`src/rtl/bcd_count_driver_pkg.sv`:
```
// Shared types and constants for the two-digit BCD count driver.
package bcd_count_driver_pkg;

    localparam int unsigned DIGIT_W = 4;
    localparam logic [DIGIT_W-1:0] BCD_MAX = 4'd9;

    typedef enum logic {
        PAUSE = 1'b0,
        RUN   = 1'b1
    } state_t;

    // Saturate a preset nibble so a digit register never holds a non-BCD code.
    function automatic logic [DIGIT_W-1:0] bcd_clamp(input logic [DIGIT_W-1:0] d);
        return (d > BCD_MAX) ? BCD_MAX : d;
    endfunction

endpackage

```
`src/rtl/bcd_count_driver_btn_conditioner.sv`:
```
// Pushbutton conditioner: 2-flop synchroniser, debounce filter and rising-edge pulse.
module btn_conditioner #(
    parameter int unsigned DEB_CYCLES = 500_000
) (
    input  logic clk,
    input  logic rst,
    input  logic btn,
    output logic pulse
);

    localparam int unsigned CNT_W = (DEB_CYCLES > 1) ? $clog2(DEB_CYCLES) : 1;
    localparam logic [CNT_W-1:0] CNT_LAST = CNT_W'(DEB_CYCLES - 1);

    logic             sync1;
    logic             sync2;
    logic             stable;
    logic [CNT_W-1:0] cnt;

    // Stable level flips only after DEB_CYCLES consecutive samples disagree with it.
    always_ff @(posedge clk) begin
        if (rst) begin
            sync1  <= 1'b0;
            sync2  <= 1'b0;
            stable <= 1'b0;
            cnt    <= '0;
            pulse  <= 1'b0;
        end else begin
            sync1 <= btn;
            sync2 <= sync1;
            pulse <= 1'b0;
            if (sync2 == stable) begin
                cnt <= '0;
            end else if (cnt == CNT_LAST) begin
                stable <= sync2;
                cnt    <= '0;
                pulse  <= sync2;
            end else begin
                cnt <= cnt + CNT_W'(1);
            end
        end
    end

endmodule

```
`src/rtl/bcd_count_driver.sv`:
```
// Two-digit BCD up/down counter with run/pause FSM, tick prescaler and debounced buttons.
module bcd_count_driver
    import bcd_count_driver_pkg::*;
#(
    parameter int unsigned TICK_DIV   = 50_000_000,
    parameter int unsigned DEB_CYCLES = 500_000
) (
    input  logic               clk,
    input  logic               rst,
    input  logic               run_btn,
    input  logic               step_btn,
    input  logic               up,
    input  logic               load,
    input  logic [7:0]         load_val,
    output logic [DIGIT_W-1:0] tens,
    output logic [DIGIT_W-1:0] ones,
    output logic               running,
    output logic               wrap
);

    localparam int unsigned PRE_W = (TICK_DIV > 1) ? $clog2(TICK_DIV) : 1;
    localparam logic [PRE_W-1:0] PRE_LAST = PRE_W'(TICK_DIV - 1);

    state_t           state;
    logic [PRE_W-1:0] presc;
    logic             run_pulse;
    logic             step_pulse;
    logic             tick_c;
    logic             advance_c;

    btn_conditioner #(.DEB_CYCLES(DEB_CYCLES)) u_run_btn (
        .clk   (clk),
        .rst   (rst),
        .btn   (run_btn),
        .pulse (run_pulse)
    );

    btn_conditioner #(.DEB_CYCLES(DEB_CYCLES)) u_step_btn (
        .clk   (clk),
        .rst   (rst),
        .btn   (step_btn),
        .pulse (step_pulse)
    );

    assign tick_c    = (state == RUN) && (presc == PRE_LAST);
    assign advance_c = tick_c || ((state == PAUSE) && step_pulse);

    // A tick coinciding with a run toggle is applied before the state changes.
    always_ff @(posedge clk) begin
        if (rst) begin
            state   <= PAUSE;
            presc   <= '0;
            tens    <= '0;
            ones    <= '0;
            running <= 1'b0;
            wrap    <= 1'b0;
        end else begin
            wrap <= 1'b0;

            if (load || (state == PAUSE) || run_pulse || tick_c) begin
                presc <= '0;
            end else begin
                presc <= presc + PRE_W'(1);
            end

            if (run_pulse) begin
                state   <= (state == RUN) ? PAUSE : RUN;
                running <= (state == PAUSE);
            end

            if (load) begin
                tens <= bcd_clamp(load_val[7:4]);
                ones <= bcd_clamp(load_val[3:0]);
            end else if (advance_c) begin
                if (up) begin
                    if (ones == BCD_MAX) begin
                        ones <= '0;
                        if (tens == BCD_MAX) begin
                            tens <= '0;
                            wrap <= 1'b1;
                        end else begin
                            tens <= tens + DIGIT_W'(1);
                        end
                    end else begin
                        ones <= ones + DIGIT_W'(1);
                    end
                end else begin
                    if (ones == '0) begin
                        ones <= BCD_MAX;
                        if (tens == '0) begin
                            tens <= BCD_MAX;
                            wrap <= 1'b1;
                        end else begin
                            tens <= tens - DIGIT_W'(1);
                        end
                    end else begin
                        ones <= ones - DIGIT_W'(1);
                    end
                end
            end
        end
    end

endmodule

```
`config.mk`:
```
export PLATFORM = sky130hd
export DESIGN_NAME = bcd_count_driver
export DESIGN_NICKNAME = d
export VERILOG_FILES = /design/src/rtl/bcd_count_driver_pkg.sv /design/src/rtl/bcd_count_driver_btn_conditioner.sv /design/src/rtl/bcd_count_driver.sv
export SDC_FILE = /design/constraint.sdc
export NUM_CORES = 1
export LEC_CHECK = 0
export CAP_MARGIN = 10
export CORE_UTILIZATION = 45
export DETAILED_ROUTE_END_ITERATION = 12
export PLACE_DENSITY = 0.69
export SYNTH_ARGS = -nofsm -noshare
export SYNTH_HDL_FRONTEND = slang
export SYNTH_SLANG_ARGS = --single-unit
```
`constraint.sdc`:
```
create_clock -name clk -period 1.9 [get_ports clk]
set_input_delay 0.38 -clock clk [delete_from_list [all_inputs] [get_ports clk]]
set_output_delay 0.38 -clock clk [all_outputs]
set_load 0.005 [all_outputs]
```
# Word level (Yosys, flattened, before mapping)
# Index checks and enable logic that the tools add are counted.
word_totals:
  memories: 0
  elab_cells: 78
  inputBits: 14
  out_inout_bits: 10
  register_bits: 83
  latchBits: 0
  mem_bits_rw: 0
  mem_bits_ro: 0
op_classes:
  n_shift: 0
  muxes: 20
  n_eq_ne: 8
  reduce_logical: 19
  n_addsub: 7
  magnitude_cmp: 2
  multipliers: 0
  n_bitwise: 6
  n_div: 0
ops:
  columns: ["operator", "count"]
  rows:
  - ["$mux W4", 14]
  - ["$add A19 B1 Y19 const B", 2]
  - ["$eq A19 B19 Y1 const B", 2]
  - ["$add A26 B1 Y26 const B", 1]
  - ["$eq A26 B26 Y1 const B", 1]
  - ["$reduce_or A3 Y1", 5]
  - ["$add A4 B1 Y4 const B", 2]
  - ["$eq A4 B4 Y1 const B", 2]
  - ["$gt A4 B4 Y1 const B", 2]
  - ["$logic_not A4 Y1", 2]
  - ["$sub A4 B1 Y4 const B", 2]
  - ["$mux W1", 6]
  - ["$not A1 Y1", 6]
  - ["$logic_or A1 B1 Y1", 4]
  - ["$reduce_and A2 Y1", 2]
  - ["$ne A3 B1 Y1 const B", 1]
  - ["$reduce_and A3 Y1", 1]
  - ["$reduce_bool A3 Y1", 1]
  - ["$eq A1 B1 Y1", 2]
  - ["$logic_and A1 B1 Y1", 2]
  - ["$reduce_bool A2 Y1", 1]
  - ["$reduce_or A2 Y1", 1]

# Logic depth before layout (Yosys ltp)
# Gate-level depths: netlist of run 1.
depth:
  depth_word: 6
  depth_mapped: 8
  depth_no_buf: 6

# Cells and area by module
# From an unflattened synthesis of run 1, not the netlist that was laid out.
unflattened:
  cells_unflattened: 483
  area_unflattened_um2: 4216.5
modules_own_cells:
  columns: ["module", "area_each_um2", "instances", "cells_per_inst", "seq_area_each_um2"]
  rows:
  - ["bcd_count_driver", 2168.3, 1, 257, 720.7]
  - ["btn_conditioner at u_run_btn", 1047.3, 1, 117, 460.4]
  - ["btn_conditioner at u_step_btn", 1001.0, 1, 109, 460.4]

# Worst setup path before layout of run 1
# Ideal clock, no wire load.
synth_path:
  path_type: "flip-flop to flip-flop"
  startpoint: "reg presc[0]"
  endpoint: "reg tens[1]"
  setup_time_ns: 0.121
  t_arrival_ns: 1.744
  period_less_slack_ns: 1.865
  t_required_ns: 1.779
  stages_incl_launch_ff: 7
  slack_ns: 0.035
  cell_sequence: "dfxtp_1 > ha_1 > nand2_1 > or2_4 > o32ai_4 > a21oi_4 > mux2_4"
synth_via:
  elab_chain_cells: 5
synth_lines:
  columns: ["element", "line_no", "rtl"]
  rows:
  - ["start: declaration", "bcd_count_driver.sv:25", "logic [PRE_W-1:0] presc;"]
  - ["start signal: assignment", "bcd_count_driver.sv:63", "presc <= presc + PRE_W'(1);"]
  - ["$eq A26 B26 Y1", "bcd_count_driver.sv:45", "assign tick_c = (state == RUN) && (presc == PRE_LAST);"]
  - ["$logic_and A1 B1 Y1", "bcd_count_driver.sv:45", null]
  - ["$logic_or A1 B1 Y1", "bcd_count_driver.sv:46", "assign advance_c = tick_c || ((state == PAUSE) && step_pulse);"]
  - ["$reduce_bool A2 Y1 (no line)", null, null]
  - ["$reduce_and A3 Y1 (no line)", null, null]
  - ["end signal: assignment", "bcd_count_driver.sv:72", "tens <= bcd_clamp(load_val[7:4]);"]
  - ["end signal: assignment", "bcd_count_driver.sv:82", "tens <= tens + DIGIT_W'(1);"]
  - ["end signal: assignment", "bcd_count_driver.sv:94", "tens <= tens - DIGIT_W'(1);"]
  - ["end: declaration", "bcd_count_driver.sv:15", "output logic [DIGIT_W-1:0] tens,"]
# Every way passes these cells.
# A chain may end at the register's enable or synchronous reset.

# Final worst setup path of run 1
layout_path:
  startpoint: "reg tens[3]"
  endpoint: "out tens[3]"
# No word-level cell between the ends.

==> flow_metrics.py, run 1 <==
metrics = {
    "synth": {
        "yosys_warnings": 0,
        "synth_top_area_cell": "dfxtp_1",
        "synthTopCellsByCount": "83 x nor2_1, 82 x dfxtp_1, 38 x xor2_1",
        "yosys.area.top_type_share": 0.4149,
        "yosysMostFrequentCell": "nor2_1",
        "syn_avg_cell_area_um2": 8.601,
        "synthTopCellsByArea": "dfxtp_1 41%, xor2_1 8.4%, nor2_1 7.9%, xnor2_1 5.5%, nand3_1 4.3%",
        "ys_seq_area_frac": 0.4149,
        "async_flop_share": 0,
        "ys_types": 54,
        "synth_fp_nets": 477,
        "syn_inst": 460,
        "synth_seq_cells": 82,
        "synth_top_flop_cell": "dfxtp_1",
        "synth-edff-count": 0,
        "synth_area_mm2": 0.003956,
    },
    "worst_setup_path": {
        "timing.rr.end": "presc[24]$_SDFF_PP0_",
        "cp.required_ns": 1.52,
        "max_stage_delay_ns": 0.58,
        "crit_buf_inv": 1,
        "ff2ff_path_depth": 7,
        "crit_chain": "clkdlybuf4s50_1",
        "regToRegSetupSlack_ns": 0.06,
        "r2r-start": "presc[15]$_SDFF_PP0_",
        "path_class": "flip-flop to output pin",
        "cp-start-kind": "flip-flop",
        "cp-end-kind": "output pin",
        "critPathMaxFanout": 10,
        "crit_family": "buffers and inverters",
        "cpMaxStageDelayCell": "clkdlybuf4s50_1",
        "cp.arrival_ns": 1.47,
        "crit_cells": 1,
        "crit_path_end": "tens[3]",
        "crit_start": "tens[3]$_SDFFE_PP0P_",
    },
    "sta": {
        "max_freq_mhz": 539.9,
        "worst_slew_pin_slew_ns": 0.3764,
        "post-route-min-period_ns": 1.852,
        "slew_headroom": 0.7487,
        "post-route-period-util": 0.9748,
        "setup_viol_count_final": 0,
        "final-hold-violation-count": 0,
        "fin_skew_ns": 0.009050,
        "layout_setup_ws_ns": 0.04784,
        "slew_violations": 0,
    },
    "cts": {
        "cts_buffers": 9,
        "clk_pin_slew_ns": 0.08,
        "postCtsHoldBufs": 0,
        "htree_num_levels": 3,
        "cts_tree": "yes",
        "clk_latency_ns": 0.35,
        "cts_sinks": 82,
        "cts_root_buffer": "clkbuf_8",
        "cts_buffer_depth": 2,
    },
    "final_layout": {
        "area.growth.synth_to_final_pct": 18.18,
        "multi_input_area_mm2": 0.002191,
        "ff_latch_area_mm2": 0.001649,
        "num-nets-final": 518,
        "drive_gt1_frac": 0.1344,
        "final_util": 0.5578,
        "n_antenna_cell": 0,
        "fillers": 778,
    },
    "routing": {
        "avgViaCountPerCell": 5.286,
        "drt-initial-drc-count": 68,
        "finalWirelength_um": 7726,
        "vias": 3230,
        "first_pass_iters": 4,
        "final_antenna_net_count": 0,
        "wl_per_cell_um": 12.64,
        "drc": 0,
    },
    "place": {
        "gp_congestion": 0.7620,
        "dpl.hpwl_um": 5390,
        "preCtsSetupSlack_ns": -0.1785,
        "io_buffers": 23,
    },
    "pwr": {
        "power.density_mw_per_mm2": 658.8,
        "power_w": 0.003080,
        "power_leakage_nw": 1.617,
        "vdd_drop_max_mv": 0.4752,
    },
    "global_routing": {
        "grt_pass1_vias": 2953,
        "grt_max_degree": 25,
        "grt_usage": 0.1806,
        "antenna_found_initial": 0,
        "overflow": 0,
        "grt_pass1_wl_um": 13080,
    },
    "floorplan": {
        "die_width_um": 95.77,
        "die_h_um": 95.77,
        "rows": 33,
        "dieArea_mm2": 0.009171,
        "core-area_mm2": 0.008382,
        "top_level_ports": 24,
        "start_util": 0.4720,
    },
    "hold_path": {
        "hp-class": "flip-flop to flip-flop",
    },
    "status": {
        "status": "finished clean",
    },
    "job": {
        "maxCapViolations": 0,
    },
}
per-layer routing:
layer / GRT usage / wire [um]
met1: 0.2311 / 3719
met2: 0.2964 / 3632
met3: 0.04502 / 248
met4: 0.06095 / 126
met5: 0 / 0
kinds of logic after synthesis:
group / synth area share
AND/OR/NAND/NOR: 0.3061
adder cells (fa/ha/maj): 0.009489
AO/OA/AOI/OAI: 0.06610
XOR/XNOR: 0.1395
buffers and inverters: 0.03605
multiplexers: 0.02783
flip-flops: 0.4149
sequential cells by signal, summed over array words and instances (netlist names), 4 cells and up:
| signal | cells |
|---|---|
| tens | 4 |
| presc | 26 |
| u_run_btn.cnt | 19 |
| u_step_btn.cnt | 19 |
| ones | 4 |
metrics by stage:
step | area, um^2 | cells | hold WS [ns] | setup TNS (ns)
finish | 4676 | 611 | 0.4182 | 0
global route | 4676 | 611 | 0.4341 | -0.02119
CTS | 4619 | 609 | 0.4479 | 0
detailed placement | 4428 | 591 | 0.4269 | -0.6618
global placement | 4428 | 591 | 0.4222 | -0.3988
floorplan | 3956 | 460 | 0.4138 | 0
worst min path at each step:
stage,end,depth (start not counted),from
2_1_floorplan,u_run_btn.sync2$_SDFF_PP0_,1,u_run_btn.sync1$_SDFF_PP0_
3_3_place_gp,u_run_btn.sync2$_SDFF_PP0_,1,u_run_btn.sync1$_SDFF_PP0_
3_5_place_dp,u_run_btn.sync2$_SDFF_PP0_,1,u_run_btn.sync1$_SDFF_PP0_
4_1_cts,u_run_btn.sync2$_SDFF_PP0_,1,u_run_btn.sync1$_SDFF_PP0_
5_1_grt,presc[0]$_SDFF_PP0_,1,presc[0]$_SDFF_PP0_
6_report,presc[0]$_SDFF_PP0_,1,presc[0]$_SDFF_PP0_
final cells by class:
class                   count  share of cell area
multi-input cells         344              0.4686
flip-flops and latches     82              0.3527
repair buffers             54              0.1062
well taps                 105             0.02810
clock buffers              10             0.02729
clock inverters             6            0.009098
inverters                  10            0.008028
layout by cell type (no fill, tap or decap), drive strengths merged, types with 5 or more instances in the layout:
cell type	synthesis	routed
mux2i	8	8
xnor2	25	25
xor2	38	38
nor2b	8	8
clkdlybuf4s50	0	23
or3	8	8
nand3b	5	5
dfxtp	82	82
clkbuf	15	11
nor4	6	6
nand2	25	25
buf	9	30
nand4	13	13
a21oi	7	7
and3	16	16
nor2	83	83
o21ai	12	12
nand3	35	35
and4	7	7
nor3	7	7
inv	10	11
power by group:
group / internal, W / total, W / switching, W
sequential: 0.00173 / 0.00176 / 0.0000271
combinational: 0.000112 / 0.000199 / 0.0000867
clock: 0.000477 / 0.00112 / 0.000644
total: 0.00232 / 0.00308 / 0.000758
what timing repair did:
| item | 4_1_cts | 5_1_grt |
|---|---|---|
| gates cloned | 0 | 1 |
| setup buffers | 2 | 1 |
| setup endpoints to repair | 3 | 35 |
| pin swaps | 2 | 5 |
| gates resized for setup | 3 | 7 |
Power figures use the tool's default switching activity.
==> run 2: changes to the inputs <==
--- a/config.mk
+++ b/config.mk
@@ -6,9 +6,10 @@
 export NUM_CORES = 1
 export LEC_CHECK = 0
 export CAP_MARGIN = 10
-export CORE_UTILIZATION = 45
+export CORE_UTILIZATION = 53
 export DETAILED_ROUTE_END_ITERATION = 12
-export PLACE_DENSITY = 0.69
+export GPL_TIMING_DRIVEN = 1
+export PLACE_DENSITY = 0.78
 export SYNTH_ARGS = -nofsm -noshare
 export SYNTH_HDL_FRONTEND = slang
 export SYNTH_SLANG_ARGS = --single-unit
==> flow_metrics.py, run 2 (synthesized netlist as in run 1, its figures left out) <==
metrics = {
    "place": {
        "io_buffers": 23,
        "dpl.hpwl_um": 5400,
        "gp_congestion": 0.8219,
        "preCtsSetupSlack_ns": -0.1580,
    },
    "final_layout": {
        "largest-register": "presc",
        "largest_reg_flops": 26,
        "final_cell_mix": "83 x nor2_1, 75 x dfxtp_1, 38 x xor2_1",
        "mostFrequentLayoutCell": "nor2_1",
        "reg.largest.list": "presc (26), u_run_btn.cnt (19), u_step_btn.cnt (19)",
        "drive_gt1_frac": 0.1315,
        "n_antenna_cell": 0,
        "num-nets-final": 516,
        "area.growth.synth_to_final_pct": 17.24,
        "fillers": 620,
        "final_util": 0.6395,
    },
    "worst_setup_path": {
        "cp.arrival_ns": 1.44,
        "cp-end-kind": "output pin",
        "cp-start-kind": "flip-flop",
        "cpMaxStageDelayCell": "clkdlybuf4s50_1",
        "max_stage_delay_ns": 0.57,
        "regToRegSetupSlack_ns": 0.11,
        "crit_buf_inv": 1,
        "crit_chain": "clkdlybuf4s50_1",
        "crit_family": "buffers and inverters",
        "critPathMaxFanout": 10,
        "path_class": "flip-flop to output pin",
        "cp.required_ns": 1.52,
    },
    "floorplan": {
        "start_util": 0.5455,
        "dieArea_mm2": 0.007815,
        "core-area_mm2": 0.007253,
        "die_h_um": 88.40,
        "die_width_um": 88.40,
        "rows": 31,
        "top_level_ports": 24,
    },
    "pwr": {
        "power_w": 0.003159,
        "power_leakage_nw": 1.582,
        "power.density_mw_per_mm2": 681.1,
        "clkPwrFrac": 0.380,
        "seq_power_share": 0.557,
        "p_comb_frac": 0.063,
        "p_switching_w": 0.0007231,
        "power.internal_w": 0.002436,
        "vdd_drop_max_mv": 0.6573,
        "netSwitchingFraction": 0.2289,
    },
    "sta": {
        "holdWs_ns": 0.4490,
        "slew_headroom": 0.7924,
        "max_freq_mhz": 549.8,
        "final-hold-violation-count": 0,
        "setup_viol_count_final": 0,
        "slew_violations": 0,
        "worst_slew_pin_slew_ns": 0.3035,
        "post-route-period-util": 0.9573,
        "fin_skew_ns": 0.008931,
        "post-route-min-period_ns": 1.819,
        "layout_setup_ws_ns": 0.08115,
    },
    "cts": {
        "htree_num_levels": 3,
        "cts_buffers": 9,
        "cts_tree": "yes",
        "clk_latency_ns": 0.34,
        "clk_pin_slew_ns": 0.08,
        "cts_buffer_depth": 2,
        "cts_sinks": 82,
        "cts_root_buffer": "clkbuf_8",
    },
    "global_routing": {
        "grt_usage": 0.2108,
        "grt_max_degree": 20,
        "grt_pass1_vias": 3033,
        "overflow": 0,
        "antenna_found_initial": 0,
        "grt_pass1_wl_um": 12880,
    },
    "routing": {
        "drc": 0,
        "avgViaCountPerCell": 5.318,
        "wl_per_cell_um": 12.55,
        "drt-initial-drc-count": 124,
        "vias": 3196,
        "finalWirelength_um": 7543,
        "final_antenna_net_count": 0,
        "first_pass_iters": 4,
    },
    "status": {
        "status": "finished clean",
    },
    "hold_path": {
        "hp-class": "flip-flop to flip-flop",
    },
    "job": {
        "maxCapViolations": 0,
    },
}
==> run 2: final cells by class <==
type | count | area (um^2) | area share
clock buffers | 9 | 123.9 | 0.02671
clock inverters | 5 | 57.56 | 0.01241
inverters | 10 | 37.54 | 0.008093
multi-input cells | 344 | 2190 | 0.4721
flip-flops and latches | 82 | 1650 | 0.3558
well taps | 99 | 123.9 | 0.02671
repair buffers | 52 | 455.4 | 0.09819
==> run 2: stage by stage <==
stage | TNS [ns] | instances | instance area, um^2
floorplan | 0 | 460 | 3956
global placement | -0.4179 | 585 | 4408
detailed placement | -0.6450 | 585 | 4408
CTS | 0 | 599 | 4591
global route | -0.01224 | 601 | 4638
finish | 0 | 601 | 4638
==> run 2: worst register-to-register path, stage by stage (launching register included) <==
cell and delay [ns]:
dfxtp_1 0.38, and4_2 0.28, nand4_1 0.18, buf_4 0.19
or3_1 0.30, nand2b_1 0.12, buf_4 0.18, a21oi_1 0.05
==> run 2: repair_timing <==
item,4_1_cts,5_1_grt
hold buffers,0,0
endpoints found under the setup margin,1,27
gates resized for setup,1,11
pin swaps,0,3
gates cloned,0,0
buffers inserted,0,2
==> run 2: routing by layer <==
| metal | share of wire | global-route usage | vias up | wire, um |
|---|---|---|---|---|
| met4 | 0.012 | 0.08065 | 0 | 92 |
| met5 | 0 | 0 | - | 0 |
| met2 | 0.50 | 0.3734 | 43 | 3741 |
| met3 | 0.030 | 0.05410 | 12 | 228 |
| met1 | 0.46 | 0.2436 | 1491 | 3481 |
| li1 | - | - | 1650 | - |
==> run 2: path summary, 6_finish.rpt <==
path                                   start                    endpoint  cells past startpoint
setup reg to reg        presc[15]$_SDFF_PP0_        presc[25]$_SDFF_PP0_                      7
hold reg to reg   u_run_btn.sync1$_SDFF_PP0_  u_run_btn.sync2$_SDFF_PP0_                      1
setup / recovery        tens[1]$_SDFFE_PP0P_                     tens[1]                      1
hold / removal    u_run_btn.sync1$_SDFF_PP0_  u_run_btn.sync2$_SDFF_PP0_                      1
==> run 2: power groups by stage <==
stage	sequential (W)	clock, W	combinational (W)
2_1_floorplan	0.00178	0	0.000124
3_3_place_gp	0.00180	0	0.000193
3_5_place_dp	0.00180	0	0.000199
4_1_cts	0.00176	0.00124	0.000199
5_1_grt	0.00176	0.00131	0.000220
6_report	0.00176	0.00120	0.000199
